$ cat src/rtl/arb_prio_rr_4.sv
// rtl/arb_prio_rr_4.sv - 4-requester hold-until-release arbiter, fixed priority or round-robin
// Registered one-hot grant with encoded owner ID and an optional round-robin hold timeout.
module arb_prio_rr_4 #(
  parameter int MAX_HOLD = 16,
  parameter int CNT_W    = 5
) (
  input  logic       clk,
  input  logic       rst_n,
  input  logic       en,
  input  logic       mode,
  input  logic [3:0] req,
  output logic [3:0] gnt,
  output logic [1:0] gnt_id,
  output logic       gnt_valid,
  output logic       timeout
);

  typedef enum logic {IDLE, BUSY} state_e;

  localparam bit               TO_EN    = (MAX_HOLD > 0);
  localparam logic [CNT_W-1:0] HOLD_MAX = CNT_W'(MAX_HOLD);
  localparam logic [CNT_W-1:0] HOLD_TRG = CNT_W'((MAX_HOLD > 0) ? MAX_HOLD - 1 : 0);

  state_e           state_q, state_d;
  logic [3:0]       gnt_q, gnt_d;
  logic [1:0]       id_q, id_d;
  logic             to_q, to_d;
  logic [CNT_W-1:0] hold_q, hold_d;
  logic [1:0]       last_q, last_d;
  logic             rr_q, rr_d;

  logic [1:0] fp_win, rr_win, win, idx;
  logic       rr_found;
  logic       owner_req, others_req;

  always_comb begin
    fp_win = 2'd0;
    for (int i = 0; i < 4; i++) begin
      if (req[i]) fp_win = 2'(i);
    end
    // Scan starts just past the last owner so the previous winner ranks lowest.
    rr_win   = 2'd0;
    rr_found = 1'b0;
    idx      = 2'd0;
    for (int i = 1; i <= 4; i++) begin
      idx = last_q + 2'(i);
      if (!rr_found && req[idx]) begin
        rr_win   = idx;
        rr_found = 1'b1;
      end
    end
    win = mode ? rr_win : fp_win;
  end

  assign owner_req  = |(req & gnt_q);
  assign others_req = |(req & ~gnt_q);

  always_comb begin
    state_d = state_q;
    gnt_d   = gnt_q;
    id_d    = id_q;
    to_d    = 1'b0;
    hold_d  = hold_q;
    last_d  = last_q;
    rr_d    = rr_q;
    case (state_q)
      IDLE: begin
        if (en && (|req)) begin
          gnt_d   = 4'b0001 << win;
          id_d    = win;
          hold_d  = '0;
          last_d  = win;
          rr_d    = mode;
          state_d = BUSY;
        end
      end
      BUSY: begin
        // Release and disable win over a coincident timeout.
        if (!en || !owner_req) begin
          gnt_d   = 4'b0000;
          id_d    = 2'd0;
          hold_d  = '0;
          state_d = IDLE;
        end else if (TO_EN && rr_q && (hold_q >= HOLD_TRG) && others_req) begin
          gnt_d   = 4'b0000;
          id_d    = 2'd0;
          hold_d  = '0;
          to_d    = 1'b1;
          state_d = IDLE;
        end else if (hold_q < HOLD_MAX) begin
          hold_d = hold_q + 1'b1;
        end
      end
      default: state_d = IDLE;
    endcase
  end

  always_ff @(posedge clk or negedge rst_n) begin
    if (!rst_n) begin
      state_q <= IDLE;
      gnt_q   <= 4'b0000;
      id_q    <= 2'd0;
      to_q    <= 1'b0;
      hold_q  <= '0;
      last_q  <= 2'd3;
      rr_q    <= 1'b0;
    end else begin
      state_q <= state_d;
      gnt_q   <= gnt_d;
      id_q    <= id_d;
      to_q    <= to_d;
      hold_q  <= hold_d;
      last_q  <= last_d;
      rr_q    <= rr_d;
    end
  end

  assign gnt       = gnt_q;
  assign gnt_id    = id_q;
  assign gnt_valid = |gnt_q;
  assign timeout   = to_q;

endmodule

$ cat config.mk
export PLATFORM = sky130hd
export DESIGN_NAME = arb_prio_rr_4
export DESIGN_NICKNAME = d
export VERILOG_FILES = /design/src/rtl/arb_prio_rr_4.sv
export SDC_FILE = /design/constraint.sdc
export NUM_CORES = 1
export LEC_CHECK = 0
export ABC_AREA = 1
export ABC_CLOCK_PERIOD_IN_PS = 1900
export BUFFER_PORTS_ARGS = -buffer_cell sky130_fd_sc_hd__buf_2
export CORE_MARGIN = 2
export CORE_UTILIZATION = 56
export DETAILED_ROUTE_END_ITERATION = 10
export PLACE_DENSITY_LB_ADDON = 0.12
export SYNTH_ARGS = -nofsm -noshare
export SYNTH_HDL_FRONTEND = slang
export SYNTH_SLANG_ARGS = --single-unit
export TNS_END_PERCENT = 5
$ cat constraint.sdc
create_clock -name clk -period 1.9 [get_ports clk]
set_clock_uncertainty 0.2 [all_clocks]
set_input_delay 0.095 -clock clk [delete_from_list [all_inputs] [get_ports clk]]
set_output_delay 0.095 -clock clk [all_outputs]
set_load 0.01 [all_outputs]
# Word-level counts from Yosys, hierarchy flattened
# Index checks and enable logic that the tools add are counted.
[op_classes]
eq_ne = 3
add_sub_neg = 4
n_shift = 1
mux = 39
bitwise_logic = 4
reduce_logical = 19
magnitude_cmp = 6
[ops]
columns = ["cell", "count"]
rows = [
  ["2-to-1 mux 2 bit", 10],
  ["2-to-1 mux 5 bit", 4],
  ["OR reduction 4 bit", 4],
  ["2-to-1 mux 1 bit", 14],
  ["less-than comparator 2 x 3 -> 1 bit, second input constant", 4],
  ["2-to-1 mux 4 bit", 3],
  ["one-hot mux 5 bit (2 select lines)", 1],
  ["bitwise AND 4 bit", 2],
  ["binary-select mux 1 bit (select 2 bit)", 4],
  ["one-hot mux 4 bit (2 select lines)", 1],
  ["logical AND 1 bit", 6],
  ["AND reduction 2 bit", 3],
  ["adder 5 x 1 -> 5 bit, second input constant", 1],
  ["greater-or-equal comparator 5 x 4 -> 1 bit, second input constant", 1],
  ["zero test 1 bit", 5],
  ["less-than comparator 5 bit, second input constant", 1],
  ["adder 2 bit, second input constant", 2],
  ["inequality test 4 x 1 -> 1 bit, second input constant", 1],
  ["inverter 4 bit", 1],
  ["one-hot mux 2 bit (2 select lines)", 1],
  ["<< shifter 1 x 2 -> 4 bit, first input constant", 1],
  ["inequality test 3 x 1 -> 1 bit, second input constant", 1],
  ["adder 2 x 1 -> 2 bit, second input constant", 1],
  ["inequality test 2 bit, second input constant", 1],
  ["other kinds (3)", 3],
]
[word_totals]
regBits = 16
out_inout_bits = 8
wordCells = 83
in_bits = 8

# Depth between registers and ports, before layout
[depth]
depth_word = 17
ltp_mapped = 14
ltp_nobuf = 14

# Worst setup path after synthesis
# No wires, ideal clock.
[synth_path]
kind = "register to register"
startpoint = "reg last_q[0]"
endpoint = "reg gnt_q[3] (netlist: gnt[3])"
period_less_slack_ns = 1.756
path_stages_with_launch = 13
t_required_ns = 1.576
path_buffers = 1
path_slack_ns = 0.144
t_arrival_ns = 1.432
setup_time_ns = 0.124
cell_sequence = "dfstp_2 -> buf_6 -> nand2_4 -> nand3_1 -> nand2_2 -> nor2_4 -> nand3_1 -> nand2_1 -> inv_1 -> nand2_2 -> nand2_4 -> nand2_2 -> o21bai_2"
[synth_between]
elab_chain_len = 17
elab_cells_between_ends = 28
classes_between = "add/sub (3); shift (1); mux (18); reduce/logical (6)"
[synth_rtl]
columns = ["item", "line_no", "text"]
rows = [
  ["from (decl)", "29", "logic [1:0] last_q, last_d;"],
  ["from (signal assigned)", "113", "last_q <= last_d;"],
  ["adder 2 x 1 -> 2 bit", "46", "idx = last_q + 2'(i);"],
  ["binary-select mux 1 bit (select 2 bit)", "47", "if (!rr_found && req[idx]) begin"],
  ["2-to-1 mux 1 bit (implied by the code)", "47", ""],
  ["2-to-1 mux 1 bit", "47", ""],
  ["zero test 1 bit", "47", ""],
  ["logical AND 1 bit", "47", ""],
  ["2-to-1 mux 1 bit", "47", ""],
  ["zero test 1 bit", "47", ""],
  ["logical AND 1 bit", "47", ""],
  ["2-to-1 mux 1 bit", "47", ""],
  ["zero test 1 bit", "47", ""],
  ["logical AND 1 bit", "47", ""],
  ["2-to-1 mux 2 bit (*)", "47", ""],
  ["2-to-1 mux 2 bit (*)", "52", "win = mode ? rr_win : fp_win;"],
  ["<< shifter 1 x 2 -> 4 bit (*)", "69", "gnt_d = 4'b0001 << win;"],
  ["2-to-1 mux 4 bit (*)", "68", "if (en && (|req)) begin"],
  ["one-hot mux 4 bit (2 select lines) (*)", "66", "case (state_q)"],
  ["to (signal assigned)", "109", "gnt_q <= gnt_d;"],
  ["to (decl)", "25", "logic [3:0] gnt_q, gnt_d;"],
]
# Mark *: on every way between the ends. The rest lies on a longest branch, timed or not. The select of a mux whose other input is x is not followed.
# A chain may end at the register's enable or synchronous reset.

# Worst setup path in the final report
# Same ends and word-level chain as after synthesis.

==> results.md <==
* Critical path required time at 1.91 ns
* Power after layout at 1.86 mW
* Post-placement cell count at 198
* Total clock buffers created by CTS at 3
* Crit. Startpoint: last_q[0]$_DFFE_PN1P_
* Type of origin of the critical path: flip-flop
* Layout area overhead at 24.3%
* Maximum level of the CTS H-tree at 1
* Worst-skew pair later-pin latency at 0.29 ns
* Actual slew at the worst max-slew pin at 0.474 ns
* Buffer type at the clock tree root: clkbuf_4
* Antenna Violating Nets Remaining at 0
* Detailed placement HPWL at 2040 um
* Final-report hold violation count at 0
* Antenna Diode Count at 0
* Combined area of all synthesized cells at 1130 um2
* Slew Limit Fails at 0
* Setup repair after global routing missed its margin: yes
* Total Routing Usage GR at 25.4%
* Post-Synthesis Mean Instance Area at 7.23 um2
* Critical Path AT at 1.91 ns
* Post-synth net total at 166
* Share of total power in combinational logic at 63.2%
* Internal power consumption at 0.953 mW
* Slowest stage delay, CP at 0.58 ns
* Finished Cell Area at 1400 um2
* Mean routed wirelength per cell at 13.0 um
* Sequential-to-total area share from yosys stat at 35.7%
* Worst-case hold slack at 0.0288 ns
* Max-cap violations at 0
* CP cell instances: inv_4, nand2_2, nand2_4, nand2_4, nand2_4, nor2_4, nand3_1, nand3_1, nand2_2, nand2_4, nand2_2, o21bai_2
* Final routed wirelength across all metal layers at 2710 um
* Clock tree from TritonCTS: built
* Util after Layout at 73.0%
* Synthesized netlist cell count at 156
* Power density of the placed cells at 1330 nW/um2
* Port buffer count at 15
* Yosys cell types at 27
* Residual DRC count at 0
* Post-synthesis register bit count at 16
* Via count of the routed design at 1134
* Width of the die at 48.9 um
* Worst IR Drop VDD at 1.01 mV
* F_max at 526 MHz
* DRT Pass-1 Iters at 5
* Net count of the finished layout at 193
* Clk network pwr share at 10.0%
* Placed instance area at 1250 um2
* Switching power at 0.909 mW
* Pin count of the biggest net entering global routing at 17
* Worst flop-to-flop path startpoint: last_q[0]$_DFFE_PN1P_
* Core outline area at 1920 um2
* Lkg Pwr at 0.724 nW
* Relative max-transition margin at 68.3%
* Vert. Die Dim at 48.9 um
* Number of cell rows at 16
* Min setup slack post-route at 0.000338 ns
* Vias in the first global route at 1053
* I/O Pins at 16
* Post-place setup slack at -0.0705 ns
* Placer's final routability congestion estimate at 0.835
* Final worst path period need at 1.90 ns
* Most Frequent Cell on Critical Path: nand2_4
* Cell at the slowest stage of the critical path: dfstp_2
* Setup tns final at 0 ns
* Layout cells sized above 1 at 33.0%
* Run status: finished clean
* Type of destination of the critical path: flip-flop
* Vias per std cell at 5.43
* CTS max path bufs at 2
* Congestion Overflow GR at 0
* Number of warnings reported in the yosys synthesis log at 0
* Die area at 2390 um2
* Antenna violations before repair at 0
* First-pass GRT wire length at 4670 um
* Starting density of the core at 58.7%
* Final setup violation count at 0
* Crit share post-route at 100%
* Clk sinks at 16
* Class of the most critical setup path: reg -> reg
* Number of design-rule violations left by the first detailed-router iteration at 55
* Max FO, Critical Path at 9
* Finished Layout Cells at 209
* Proportion of power drawn by flip-flops and latches at 26.9%
* Class of the most critical hold timing path: in -> async
* Net switching share of the total power at 48.8%
* Clock transition time at the flip-flop clock pins of the worst setup and hold paths at 0.10 ns
-- power by group through the flow --
stage	combinational, mW	clock [mW]	sequential [mW]
after floorplan	0.754	0	0.513
after global placement	0.986	0	0.504
after detailed placement	1.03	0	0.509
after CTS	1.05	0.190	0.509
after global routing	1.29	0.212	0.510
final	1.18	0.186	0.500
-- cells in the mapped netlist --
| cell type | instances | area, um2 |
|---|---|---|
| o211ai_1 | 1 | 7.51 |
| nor2_4 | 1 | 11.3 |
| buf_6 | 1 | 11.3 |
| nor3_1 | 2 | 10.0 |
| o21ai_1 | 2 | 10.0 |
| dfrtp_1 | 14 | 350 |
| o21ai_2 | 1 | 8.76 |
| o21ai_0 | 5 | 25.0 |
| nor2_2 | 1 | 6.26 |
| o21bai_1 | 1 | 7.51 |
| dfstp_2 | 2 | 52.6 |
| xor2_1 | 1 | 8.76 |
| nor2_1 | 6 | 22.5 |
| o21a_1 | 1 | 7.51 |
| inv_1 | 20 | 75.1 |
| nand3_1 | 14 | 70.1 |
| inv_2 | 3 | 11.3 |
| o22ai_1 | 2 | 12.5 |
| nand3_2 | 1 | 10.0 |
| ha_1 | 2 | 25.0 |
| nand4_1 | 6 | 37.5 |
| nand2_4 | 5 | 56.3 |
| a21oi_1 | 5 | 25.0 |
| nand2_2 | 11 | 68.8 |
| nand2_1 | 45 | 169 |
| nor4_1 | 1 | 6.26 |
| o21bai_2 | 2 | 22.5 |
-- cells in the final DEF (no fill, tap or decap) --
master         instances
a21oi_1                5
buf_12                 1
buf_2                 15
buf_4                  4
clkbuf_1               1
clkbuf_4               3
dfrtp_1               14
dfstp_2                2
dlygate4sd3_1          3
ha_2                   2
inv_1                 19
inv_2                  2
inv_4                  2
nand2_1               41
nand2_2               12
nand2_4                8
nand3_1               13
nand3_2                1
nand3_4                1
nand4_1                6
nor2_1                 6
nor2_4                 2
nor3_2                 2
nor4_1                 1
o211ai_1               1
o21a_1                 1
o21ai_0                4
o21ai_1                3
o21ai_4                1
o21bai_1               1
o21bai_2               2
o22ai_1                2
xor2_1                 1
-- layer usage --
metal / wire length (um) / vias to the layer above / track usage, %
met1: 1180 / 533 / 33.0
met5: 0 / - / 0
li1: - / 555 / -
met4: 13 / 0 / 7.14
met3: 129 / 2 / 4.91
met2: 1390 / 44 / 43.2
-- worst paths after layout --
check	slack, ns	endpoint	depth (start not counted)
max	0.0003	gnt[3]$_DFFE_PN0P_	12
min	0.03	rr_q$_DFFE_PN0P_	2
max reg2reg	0.0003	gnt[3]$_DFFE_PN0P_	12
min reg2reg	0.27	hold_q[2]$_DFFE_PN0P_	1
max in group asynchronous	1.13	last_q[1]$_DFFE_PN1P_	2
min in group clk	0.08	timeout$_DFF_PN0_	5
-- registers in the layout, indices dropped and copies added (netlist names) --
register,flops
gnt,4
gnt_id,2
hold_q,5
last_q,2
rr_q,1
state_q,1
timeout,1
-- cells by family after synthesis --
| group | Yosys count | share of synthesized area (%) |
|---|---|---|
| simple gates | 93 | 41.5 |
| buf+inv | 24 | 8.65 |
| compound gates | 20 | 11.2 |
| flops | 16 | 35.7 |
| fa+ha+maj | 2 | 2.22 |
| xor+xnor | 1 | 0.776 |
-- worst max-delay path, delay by kind of cell, from the launching register on --
family          cells  cell delay, ns
simple gates       10            0.85
buf+inv             1            0.07
flops               1            0.58
compound gates      1            0.12
-- repair_timing --
item                       CTS  global route
buffers inserted             0             4
resized for setup            5            14
hold endpoints to repair    18             0
hold buffers                 3             0
pin swaps                    1             3
gates cloned                 0             0
setup endpoints to repair    7            12
-- area by class of cell --
type | instances | area [um2]
inverter | 23 | 91.3
multi-input combinational | 116 | 693
fill | 177 | 519
tap | 27 | 33.8
sequential | 16 | 403
timing repair buffer | 23 | 155
clock buffer | 4 | 26.3
No activity file was read; power rests on OpenSTA's default activity.
